==> src/rtl/rect_fill_engine_if.sv <==
// rect_fill_engine_if: fill request, video-RAM write port and status between a host and the fill engine.
interface rect_fill_engine_if;
    logic        iStart;
    logic [7:0]  iXi;
    logic [7:0]  iYi;
    logic [7:0]  iXf;
    logic [7:0]  iYf;
    logic [2:0]  iColor;
    logic        iWrGrant;
    logic        oWrEn;
    logic [12:0] oWrAddr;
    logic [2:0]  oWrData;
    logic        oBusy;
    logic        oDone;
    logic        oError;
    modport master (
        output iStart, iXi, iYi, iXf, iYf, iColor, iWrGrant,
        input  oWrEn, oWrAddr, oWrData, oBusy, oDone, oError
    );
    modport slave (
        input  iStart, iXi, iYi, iXf, iYf, iColor, iWrGrant,
        output oWrEn, oWrAddr, oWrData, oBusy, oDone, oError
    );
endinterface

==> src/rtl/rect_fill_engine.sv <==
// rect_fill_engine: validates a rectangle and writes its pixels row-major into video RAM, one per granted cycle.
module rect_fill_engine #(
    parameter int H_RES = 80,
    parameter int V_RES = 60
) (
    input logic Clock,
    input logic Reset,
    rect_fill_engine_if.slave bus
);
    localparam logic [12:0] HW = 13'(H_RES);
    typedef enum logic [1:0] {IDLE, CHECK, FILL, DONE} state_t;
    state_t      state;
    logic [7:0]  xi, yi, xf, yf, x, y;
    logic [2:0]  color;
    logic [12:0] row_base;
    always_ff @(posedge Clock) begin
        if (Reset) begin
            state       <= IDLE;
            bus.oWrEn   <= 1'b0;
            bus.oWrAddr <= '0;
            bus.oWrData <= '0;
            bus.oBusy   <= 1'b0;
            bus.oDone   <= 1'b0;
            bus.oError  <= 1'b0;
        end else begin
            bus.oDone  <= 1'b0;
            bus.oError <= 1'b0;
            case (state)
                IDLE: if (bus.iStart) begin
                    xi        <= bus.iXi;
                    yi        <= bus.iYi;
                    xf        <= bus.iXf;
                    yf        <= bus.iYf;
                    color     <= bus.iColor;
                    bus.oBusy <= 1'b1;
                    state     <= CHECK;
                end
                CHECK: if (xi > xf || yi > yf || int'(xf) >= H_RES || int'(yf) >= V_RES) begin
                    bus.oError <= 1'b1;
                    bus.oBusy  <= 1'b0;
                    state      <= IDLE;
                end else begin
                    x           <= xi;
                    y           <= yi;
                    row_base    <= 13'(yi) * HW;
                    bus.oWrAddr <= 13'(yi) * HW + 13'(xi);
                    bus.oWrData <= color;
                    bus.oWrEn   <= 1'b1;
                    state       <= FILL;
                end
                // address advances incrementally; row_base avoids a multiplier in the scan loop
                FILL: if (bus.iWrGrant) begin
                    if (x < xf) begin
                        x           <= x + 8'd1;
                        bus.oWrAddr <= bus.oWrAddr + 13'd1;
                    end else if (y < yf) begin
                        x           <= xi;
                        y           <= y + 8'd1;
                        row_base    <= row_base + HW;
                        bus.oWrAddr <= row_base + HW + 13'(xi);
                    end else begin
                        bus.oWrEn <= 1'b0;
                        bus.oDone <= 1'b1;
                        state     <= DONE;
                    end
                end
                DONE: begin
                    bus.oBusy <= 1'b0;
                    state     <= IDLE;
                end
                default: state <= IDLE;
            endcase
        end
    end
endmodule

==> src/flat_wrapper.sv <==
// flat-port wrapper written by rule: the top's interface ports become plain ports
module rect_fill_engine_flat 
#(
    parameter int H_RES = 80,
    parameter int V_RES = 60
)
  (Clock, Reset, bus_iStart, bus_iXi, bus_iYi, bus_iXf, bus_iYf, bus_iColor, bus_iWrGrant, bus_oWrEn, bus_oWrAddr, bus_oWrData, bus_oBusy, bus_oDone, bus_oError);
  rect_fill_engine_if bus_i ();
  input logic Clock;
  input logic Reset;
  input wire logic [$bits(bus_i.iStart)-1:0] bus_iStart;
  input wire logic [$bits(bus_i.iXi)-1:0] bus_iXi;
  input wire logic [$bits(bus_i.iYi)-1:0] bus_iYi;
  input wire logic [$bits(bus_i.iXf)-1:0] bus_iXf;
  input wire logic [$bits(bus_i.iYf)-1:0] bus_iYf;
  input wire logic [$bits(bus_i.iColor)-1:0] bus_iColor;
  input wire logic [$bits(bus_i.iWrGrant)-1:0] bus_iWrGrant;
  output wire logic [$bits(bus_i.oWrEn)-1:0] bus_oWrEn;
  output wire logic [$bits(bus_i.oWrAddr)-1:0] bus_oWrAddr;
  output wire logic [$bits(bus_i.oWrData)-1:0] bus_oWrData;
  output wire logic [$bits(bus_i.oBusy)-1:0] bus_oBusy;
  output wire logic [$bits(bus_i.oDone)-1:0] bus_oDone;
  output wire logic [$bits(bus_i.oError)-1:0] bus_oError;
  assign bus_i.iStart = bus_iStart;
  assign bus_i.iXi = bus_iXi;
  assign bus_i.iYi = bus_iYi;
  assign bus_i.iXf = bus_iXf;
  assign bus_i.iYf = bus_iYf;
  assign bus_i.iColor = bus_iColor;
  assign bus_i.iWrGrant = bus_iWrGrant;
  assign bus_oWrEn = bus_i.oWrEn;
  assign bus_oWrAddr = bus_i.oWrAddr;
  assign bus_oWrData = bus_i.oWrData;
  assign bus_oBusy = bus_i.oBusy;
  assign bus_oDone = bus_i.oDone;
  assign bus_oError = bus_i.oError;
  rect_fill_engine #(.H_RES(H_RES), .V_RES(V_RES)) u_core (.Clock(Clock), .Reset(Reset), .bus(bus_i));
endmodule
==> config.mk <==
export PLATFORM = sky130hd
export DESIGN_NAME = rect_fill_engine_flat
export DESIGN_NICKNAME = d
export VERILOG_FILES = /design/src/rtl/rect_fill_engine_if.sv /design/src/rtl/rect_fill_engine.sv /design/src/flat_wrapper.sv
export SDC_FILE = /design/constraint.sdc
export NUM_CORES = 1
export LEC_CHECK = 0
export CORE_MARGIN = 5
export CORE_UTILIZATION = 36
export CTS_BUF_LIST = sky130_fd_sc_hd__clkbuf_8
export DETAILED_ROUTE_END_ITERATION = 16
export MAX_ROUTING_LAYER = met4
export PLACE_DENSITY = 0.55
export SLEW_MARGIN = 10
export SYNTH_ARGS = -nofsm -noshare
export SYNTH_HDL_FRONTEND = slang
export SYNTH_SLANG_ARGS = --single-unit
==> constraint.sdc <==
create_clock -name Clock -period 4.83 [get_ports Clock]
set_clock_uncertainty 0.15 [all_clocks]
set_input_delay 0.7245 -clock Clock [delete_from_list [all_inputs] [get_ports Clock]]
set_output_delay 0.7245 -clock Clock [all_outputs]
set_load 0.01 [all_outputs]
[Yosys cells after proc, flatten, opt, wreduce, memory -nomap -nowiden]
Index checks and enable logic that the tools add are counted.
Word-level totals
  flip-flop bits (word level): 86
  input port bits: 39
  output and inout bits: 20
  logic and storage cells: 96
Cells by class
  add/subtract/negate cells: 6
  multiply operators: 1
  magnitude comparators: 6
  equality and inequality tests: 11
  mux-type cells: 36
  bitwise logic cells: 5
  reduce and logical (&&, ||, !) cells: 16
Operators by type and width (number)
  $mux W13: 8
  $mux W8: 8
  $pmux W13 S2: 2
  $pmux W8 S2: 2
  $add A13 B8 Y13: 2
  $add A8 B1 Y8 const B: 2
  $gt A8 B8 Y1: 2
  $lt A8 B8 Y1: 2
  $add A13 B1 Y13 const B: 1
  $add A13 B7 Y13 const B: 1
  $mux W2: 5
  $ne A2 B2 Y1 const B: 5
  $reduce_and A5 Y1: 2
  $mul A8 B3 Y9 const B: 1
  $ge A8 B6 Y1 const B: 1
  $ge A8 B7 Y1 const B: 1
  $mux W1: 8
  $pmux W2 S4: 1
  $reduce_and A4 Y1: 2
  $reduce_and A3 Y1: 2
  $reduce_and A6 Y1: 1
  $not A1 Y1: 5
  $eq A2 B2 Y1 const B: 2
  $ne A2 B1 Y1 const B: 2
  other kinds (11): 13

[Longest topological paths before layout]
Gate-level depths: netlist (run 1).
  word-level depth: 6
  mapped depth: 10
  depth with buffers taken out: 10

[Worst setup path before layout (run 1)]
Ideal clock, no wire load.
  path kind: input -> register
  start: input Reset
  end: register u_core.color[0] (enable)
  setup time: 0.478 ns
  arrival: 3.716 ns
  required time: 4.202 ns
  slack: 0.486 ns
  stages: 3
  buffers on the path: 2
  cell sequence: clkbuf_1 -> clkbuf_1 -> nor3b_1
Between the ends
  word-level cells in the longest chain between the ends: 2
RTL lines
  start, declared: line flat_wrapper.sv:10  | input logic Reset;
  $not A1 Y1 (no line)
  $reduce_and A3 Y1 (no line)
  end signal, assigned: line rect_fill_engine.sv:34  | color <= bus.iColor;
  end, declared: line rect_fill_engine.sv:14  | logic [2:0] color;
No other way between the ends.
A chain may end at the register's enable or synchronous reset.

[Final worst setup path (run 1)]
  start: register u_core.yi[1]
  end: register u_core.x[4] (enable)
Between the ends
  word-level cells in the longest chain between the ends: 6
RTL lines
  start, declared: line rect_fill_engine.sv:13  | logic [7:0] xi, yi, xf, yf, x, y;
  start signal, assigned: line rect_fill_engine.sv:31  | yi <= bus.iYi;
  $gt A8 B8 Y1: line rect_fill_engine.sv:38  | CHECK: if (xi > xf || yi > yf || int'(xf) >= H_RES || int'(yf) >= V_RES) begin
  $logic_or A1 B1 Y1 (3 in series): line rect_fill_engine.sv:38
  $ne A2 B2 Y1 (no line)
  $reduce_and A5 Y1 (no line)
  end signal, assigned: line rect_fill_engine.sv:43  | x <= xi;
  end signal, assigned: line rect_fill_engine.sv:54  | x <= x + 8'd1;
  end signal, assigned: line rect_fill_engine.sv:57  | x <= xi;
  end, declared: line rect_fill_engine.sv:13
No other way between the ends.

==> impl_metrics.yaml, run 1 <==
power:
  irDropWorstVdd_uv: 175.8
  power_w: 0.001548
  p_leak_nw: 2.414
  power_density_mw_per_mm2: 251.6
final_layout:
  drive_gt1_frac: 0.06491
  stdcell_count: 750
  fin_util: 0.4416
  nNetsFinal: 660
  area_delta_synth_final_pct: 20.10
  diodes: 0
place:
  port_buffers: 58
  dp.cells: 734
  hpwlAfterDp_um: 9603
  place.gp.congestion: 0.8400
grt:
  grt_max_degree: 34
  gr-total-overflow: 0
  use_met3: 0.02762
  grtUsageTotal: 0.1586
  use_met1: 0.2028
  grt_use_met2: 0.2540
  top_usage_layer: "met2"
  antenna_found_initial: 0
  grt_pass1_vias: 3908
  grt_pass1_wl_um: 19870
detailed_routing:
  detail_route.wl_per_cell_um: 16.27
  vias: 3888
  ant_nets: 0
  route.detailed.drc: 0
  totalWireLength_um: 12200
  dr.pass1.iters: 4
  via_per_inst: 5.184
  drt_iter0_markers: 265
timing:
  period_needed_ns: 3.305
  worst_slew_pin_slew_ns: 0.7369
  finalHoldViolCount: 0
  rsz0062_at_grt: "false"
  slew_headroom: 0.5069
  slew_violations: 0
  timing.fmax_mhz: 302.6
  fin_tns_setup_ns: 0
  timing.final.crit_share: 0.6842
  setup_viol: 0
clocking:
  cts_tree: "built"
  cts_made_buffers: 9
  ctsHoldBuffers: 0
  cts_root_buf: "clkbuf_8"
  clkSinkCount: 82
  cts_setup_buffers: 0
  h-tree-depth: 3
  path_clk_slew_ns: 0.08
  insertion_delay_ns: 0.38
  cts-resized-gates: 0
  clockBufferDepth: 2
worst_setup_path:
  crit_path_end_kind: "register"
  cp.arrival_ns: 3.16
  cp.required_ns: 4.69
  critPathLaunchType: "register"
  cp_max_fo: 9
  crit_type: "register to register"
floorplanning:
  die_h_um: 129.3
  design.core.area_sq_mm: 0.01393
  fp-row-count: 43
  initial_core_util: 0.3677
  pin_count: 59
  dieArea_sq_mm: 0.01672
  dieWidth_um: 129.3
logic_synthesis:
  synth_area_leaders: "edfxtp_1, ha_1, dfxtp_1"
  yosysTopAreaCellShare: 0.3516
  synthesis.nets: 598
  seq_area_frac_synth: 0.4376
  synth_ff_type: "edfxtp_1"
  yosysWarnings: 0
  yosys.area.top_type: "edfxtp_1"
  synth.avg_cell_area_sq_um: 10.19
  ys_types: 61
  syn_area_sq_mm: 0.005124
  synth_edf_count: 60
  synthCells: 503
  postSynth.asyncResetShare: 0
  ys_ff_latch: 82
flow_run:
  cap_violations: 0
worst_hold_path:
  worstHoldPathType: "register to register"
status:
  outcome: "finished, final reports clean"
## layout make-up
class                           instances  area, sq um
Clock buffer                           10        137.6
Clock inverter                          6        81.33
Tap cell                              180        225.2
Inverter                               30        112.6
Timing Repair Buffer                   66        640.6
Multi-Input combinational cell        376         2714
Sequential cell                        82         2242
Fill cell                            1361         7781
## sequential cells by signal (all words and copies together) (netlist names), named ones only
signal              flops
u_core.row_base         9
u_core.yf               8
u_core.y                8
u_core.bus.oWrEn        1
u_core.bus.oWrAddr     13
u_core.bus.oDone        1
u_core.bus.oBusy        1
u_core.state            1
u_core.bus.oError       1
u_core.x                8
u_core.color            3
u_core.yi               8
u_core.xf               8
u_core.bus.oWrData      3
u_core.xi               8
## critical path, stage by stage (launching register included)
cell	delay, ns
edfxtp_1	0.49
ha_1	0.34
and4_1	0.20
nand2_1	0.06
and2_1	0.15
a311o_1	0.37
o21ai_2	0.39
nand2_2	0.19
nor2_1	0.61
## path summary, 6_finish.rpt
check | start | endpoint | slack, ns | cells past startpoint
setup reg to reg | u_core.yi[1] | u_core.x[4] | 1.53 | 8
hold reg to reg | u_core.bus.oWrEn | u_core.bus.oWrEn | 0.32 | 2
hold / removal | u_core.bus.oWrEn | u_core.bus.oWrEn | 0.32 | 2
setup / recovery | u_core.yi[1] | u_core.x[4] | 1.53 | 8
## cells by family after synthesis
family,after synthesis,share of synthesized area
AND/OR/NAND/NOR,154,0.1487
XOR/XNOR,38,0.06496
multiplexers,9,0.01856
adder cells (fa/ha/maj),56,0.1411
buffers and inverters,45,0.03516
flip-flops,82,0.4376
AO/OA/AOI/OAI,119,0.1539
## per-layer routing
| metal | vias to the layer above | part of all wire |
|---|---|---|
| met3 | 14 | 0.038 |
| li1 | 1980 | - |
| met5 | - | 0 |
| met2 | 76 | 0.48 |
| met4 | 0 | 0.015 |
| met1 | 1818 | 0.47 |
## Yosys cell counts (3+ instances only)
cell      number
and3_1         8
clkbuf_1      10
o21ai_0       19
o21a_1         4
and2_1         4
buf_2          3
nor2_1        21
dfxtp_1       22
or3_1          3
fa_1           3
a211oi_1       8
nand2_1       52
edfxtp_1      60
o21ai_1       10
mux2i_1        5
nand2b_1       5
and4_1         3
a21o_1         8
nor2b_1        8
ha_1          53
o32ai_1        4
o211ai_1       3
mux2_1         3
a311oi_1       3
a21oi_1       36
nor3_1        13
inv_1         30
xnor2_1       17
xor2_1        21
nand4_1        7
nand3_1       18
## cell usage in the layout (no fill, tap or decap), types with 3 or more instances in the layout
| cell | instances |
|---|---|
| o32ai_1 | 4 |
| a21o_1 | 8 |
| o21ai_1 | 10 |
| nand2b_1 | 5 |
| mux2_1 | 3 |
| o21ai_0 | 19 |
| nand2_1 | 52 |
| and3_1 | 8 |
| nand3_1 | 18 |
| edfxtp_1 | 60 |
| fa_1 | 3 |
| buf_4 | 8 |
| and4_1 | 3 |
| clkbuf_8 | 10 |
| nor2b_1 | 8 |
| nor2_1 | 20 |
| dfxtp_1 | 22 |
| o211ai_1 | 3 |
| a211oi_1 | 8 |
| mux2i_1 | 5 |
| inv_1 | 31 |
| o21a_1 | 4 |
| and2_1 | 4 |
| xor2_1 | 21 |
| a21oi_1 | 36 |
| nand4_1 | 7 |
| a311oi_1 | 3 |
| ha_1 | 53 |
| xnor2_1 | 17 |
| nor3_1 | 12 |
| clkdlybuf4s50_1 | 58 |
| or3_1 | 3 |
## where the power goes
part	switching, W	leakage (nW)	internal (W)
Clock	0.000257	0.113	0.000302
Combinational	0.000104	1.57	0.0000988
Sequential	0.0000131	0.728	0.000774
Total	0.000374	2.41	0.00117
## stage by stage
step                instance area [sq um]  hold slack, ns  setup WS, ns
detailed placement                   5934          0.3066         1.474
floorplan                            5124          0.3025        0.4863
global placement                     5934          0.3049         1.539
global route                         6153          0.3731         1.354
finish                               6153          0.3189         1.525
CTS                                  6153          0.3184         1.470
Note: power is estimated with default switching activity, not from simulation.
==> run 2: changes to the inputs <==
--- a/config.mk
+++ b/config.mk
@@ -10,7 +10,7 @@
 export CTS_BUF_LIST = sky130_fd_sc_hd__clkbuf_8
 export DETAILED_ROUTE_END_ITERATION = 16
 export MAX_ROUTING_LAYER = met4
-export PLACE_DENSITY = 0.55
+export PLACE_DENSITY = 0.57
 export SLEW_MARGIN = 10
 export SYNTH_ARGS = -nofsm -noshare
 export SYNTH_HDL_FRONTEND = slang
==> constraint.sdc (replaced) <==
create_clock -name Clock -period 2.7 [get_ports Clock]
set_clock_uncertainty 0.15 [all_clocks]
set_input_delay 0.405 -clock Clock [delete_from_list [all_inputs] [get_ports Clock]]
set_output_delay 0.405 -clock Clock [all_outputs]
set_load 0.01 [all_outputs]
==> run 2 against run 1 <==
Net effect:
- the run now ends with negative setup slack left
- first-iteration DRC count decreased by 25%
- total power is 86% higher
- non-clock buffer count rose by 45
- cell count grew 6.0%
- sequential power rose by 79%
- critical path depth increased by 1
- core utilization grew 5.1 points
- register-to-register slack got worse by 1.6 ns
- fmax rose by 20%
- hold slack worse by 0.0097 ns
- critical path type unchanged
==> impl_metrics.yaml, run 2 (synthesis results as in run 1) <==
clocking:
  cts_tree: "built"
  clkSinkCount: 82
  h-tree-depth: 3
  cts_made_buffers: 9
  insertion_delay_ns: 0.39
  path_clk_slew_ns: 0.08
  cts_root_buf: "clkbuf_8"
  ctsHoldBuffers: 0
  clockBufferDepth: 2
detailed_routing:
  drt-met1-wl_um: 5974
  highest_layer: "met4"
  route.met2.wl_um: 6326
  wl_met3_um: 665
  route.detailed.drc: 0
  dr.pass1.iters: 4
  vias: 4168
  drt_iter0_markers: 200
  via_per_inst: 5.243
  ant_nets: 0
  totalWireLength_um: 13160
  detail_route.wl_per_cell_um: 16.55
worst_setup_path:
  reg2reg_to: "u_core.y[2]"
  cp.required_ns: 2.65
  crit_type: "register to register"
  cp-endpoint: "u_core.y[2]"
  worstSetupStartpoint: "u_core.yi[1]"
  rr_worst_depth: 9
  crit_path_end_kind: "register"
  critPathLaunchType: "register"
  r2r_setup_slack_ns: -0.04
  cp_max_fo: 17
  cp.arrival_ns: 2.69
  r2r-start: "u_core.yi[1]"
final_layout:
  drive_gt1_frac: 0.2049
  largest_reg_flops: 13
  fin_util: 0.4924
  nNetsFinal: 705
  diodes: 0
  stdcell_count: 795
  layout_commonest_cell: "edfxtp_1"
  largest-register: "u_core.bus.oWrAddr"
  final_cell_mix: "edfxtp_1, clkdlybuf4s50_1, nand2_1, ha_1, buf_4"
  area_delta_synth_final_pct: 33.92
  reg.largest.list: "u_core.bus.oWrAddr: 13 flops, u_core.row_base: 9 flops"
  fillerInstances: 1306
grt:
  antenna_found_initial: 0
  grtUsageTotal: 0.1663
  grt_max_degree: 36
  gr-total-overflow: 0
  grt_pass1_vias: 4155
  grt_pass1_wl_um: 20950
place:
  dp.cells: 772
  place.gp.congestion: 0.8597
  port_buffers: 58
  hpwlAfterDp_um: 9968
status:
  outcome: "finished, violations left"
  violations: "negative setup slack"
timing:
  setup_viol: 18
  fin_tns_setup_ns: -0.6365
  worst_slew_pin_slew_ns: 0.3999
  fin_ws_ns: -0.04317
  slew_violations: 0
  rsz0062_at_grt: "true"
  slew_headroom: 0.7325
  timing.final.crit_share: 1.016
  timing.fmax_mhz: 364.5
  period_needed_ns: 2.743
  finalHoldViolCount: 0
flow_run:
  cap_violations: 0
floorplanning:
  dieWidth_um: 129.3
  initial_core_util: 0.3677
  fp-row-count: 43
  design.core.area_sq_mm: 0.01393
  dieArea_sq_mm: 0.01672
  die_h_um: 129.3
  pin_count: 59
power:
  irDropWorstVdd_uv: 323.5
  p_leak_nw: 2.699
  power_density_mw_per_mm2: 418.9
worst_hold_path:
  worstHoldPathType: "register to register"
-- run 2: how the worst min path moves through the flow --
stage	start	end	slack, ns	cells past startpoint
after floorplan	u_core.color[0]	u_core.bus.oWrData[0]	0.30	2
after global placement	u_core.bus.oWrEn	u_core.bus.oWrEn	0.29	2
after detailed placement	u_core.bus.oWrEn	u_core.bus.oWrEn	0.30	2
after CTS	u_core.bus.oWrEn	u_core.bus.oWrEn	0.31	2
after global routing	u_core.bus.oWrEn	u_core.bus.oWrEn	0.34	2
final	u_core.bus.oWrEn	u_core.bus.oWrEn	0.31	2
-- run 2: area by class of cell --
| class | instances | area [sq um] | area share |
|---|---|---|---|
| Tap cell | 180 | 225.2 | 0.03282 |
| Timing Repair Buffer | 111 | 1044 | 0.1521 |
| Inverter | 30 | 112.6 | 0.01641 |
| Clock buffer | 10 | 137.6 | 0.02006 |
| Multi-Input combinational cell | 376 | 3024 | 0.4407 |
| Sequential cell | 82 | 2242 | 0.3268 |
| Clock inverter | 6 | 76.32 | 0.01112 |
-- run 2: per-stage QoR --
step	area, sq um	hold WS [ns]	power [W]	worst slack [ns]
floorplan	5166	0.3025	0.001665	-0.06939
global placement	6302	0.2926	0.001836	-0.03136
finish	6862	0.3092	0.002875	-0.04317
global route	6862	0.3449	0.003003	-0.1749
detailed placement	6302	0.3036	0.001846	-0.05124
CTS	6590	0.3145	0.002850	-0.05991
-- run 2: layer usage --
layer	vias up	global-route usage
li1	2069	-
met1	1994	0.2071
met2	89	0.2704
met3	16	0.04246
met4	0	0.04324
met5	-	-
-- run 2: timing repair --
action	CTS	global route
pin swaps	5	20
setup endpoints to repair	24	41
buffers inserted	1	6
resized for setup	10	44
-- run 2: where the power goes --
group / internal [W] / switching, W
clock: 0.000535 / 0.000460
combinational: 0.000247 / 0.000228
sequential: 0.00138 / 0.0000207
-- run 2: critical path: stages, from the launching register on --
cell and delay [ns]:
edfxtp_1 0.45, buf_6 0.16, ha_4 0.25, and4_1 0.19, nand2_1 0.07, and2_1 0.15, a311o_2 0.38, o21a_4 0.25
nor3_4 0.20, buf_12 0.19
==> run 3: changes to the inputs <==
--- a/config.mk
+++ b/config.mk
@@ -5,6 +5,7 @@
 export SDC_FILE = /design/constraint.sdc
 export NUM_CORES = 1
 export LEC_CHECK = 0
+export CAP_MARGIN = 15
 export CORE_MARGIN = 5
 export CORE_UTILIZATION = 36
 export CTS_BUF_LIST = sky130_fd_sc_hd__clkbuf_8
==> results of run 3 <==
Final layout, timing and power as in run 2 (identical DEF).
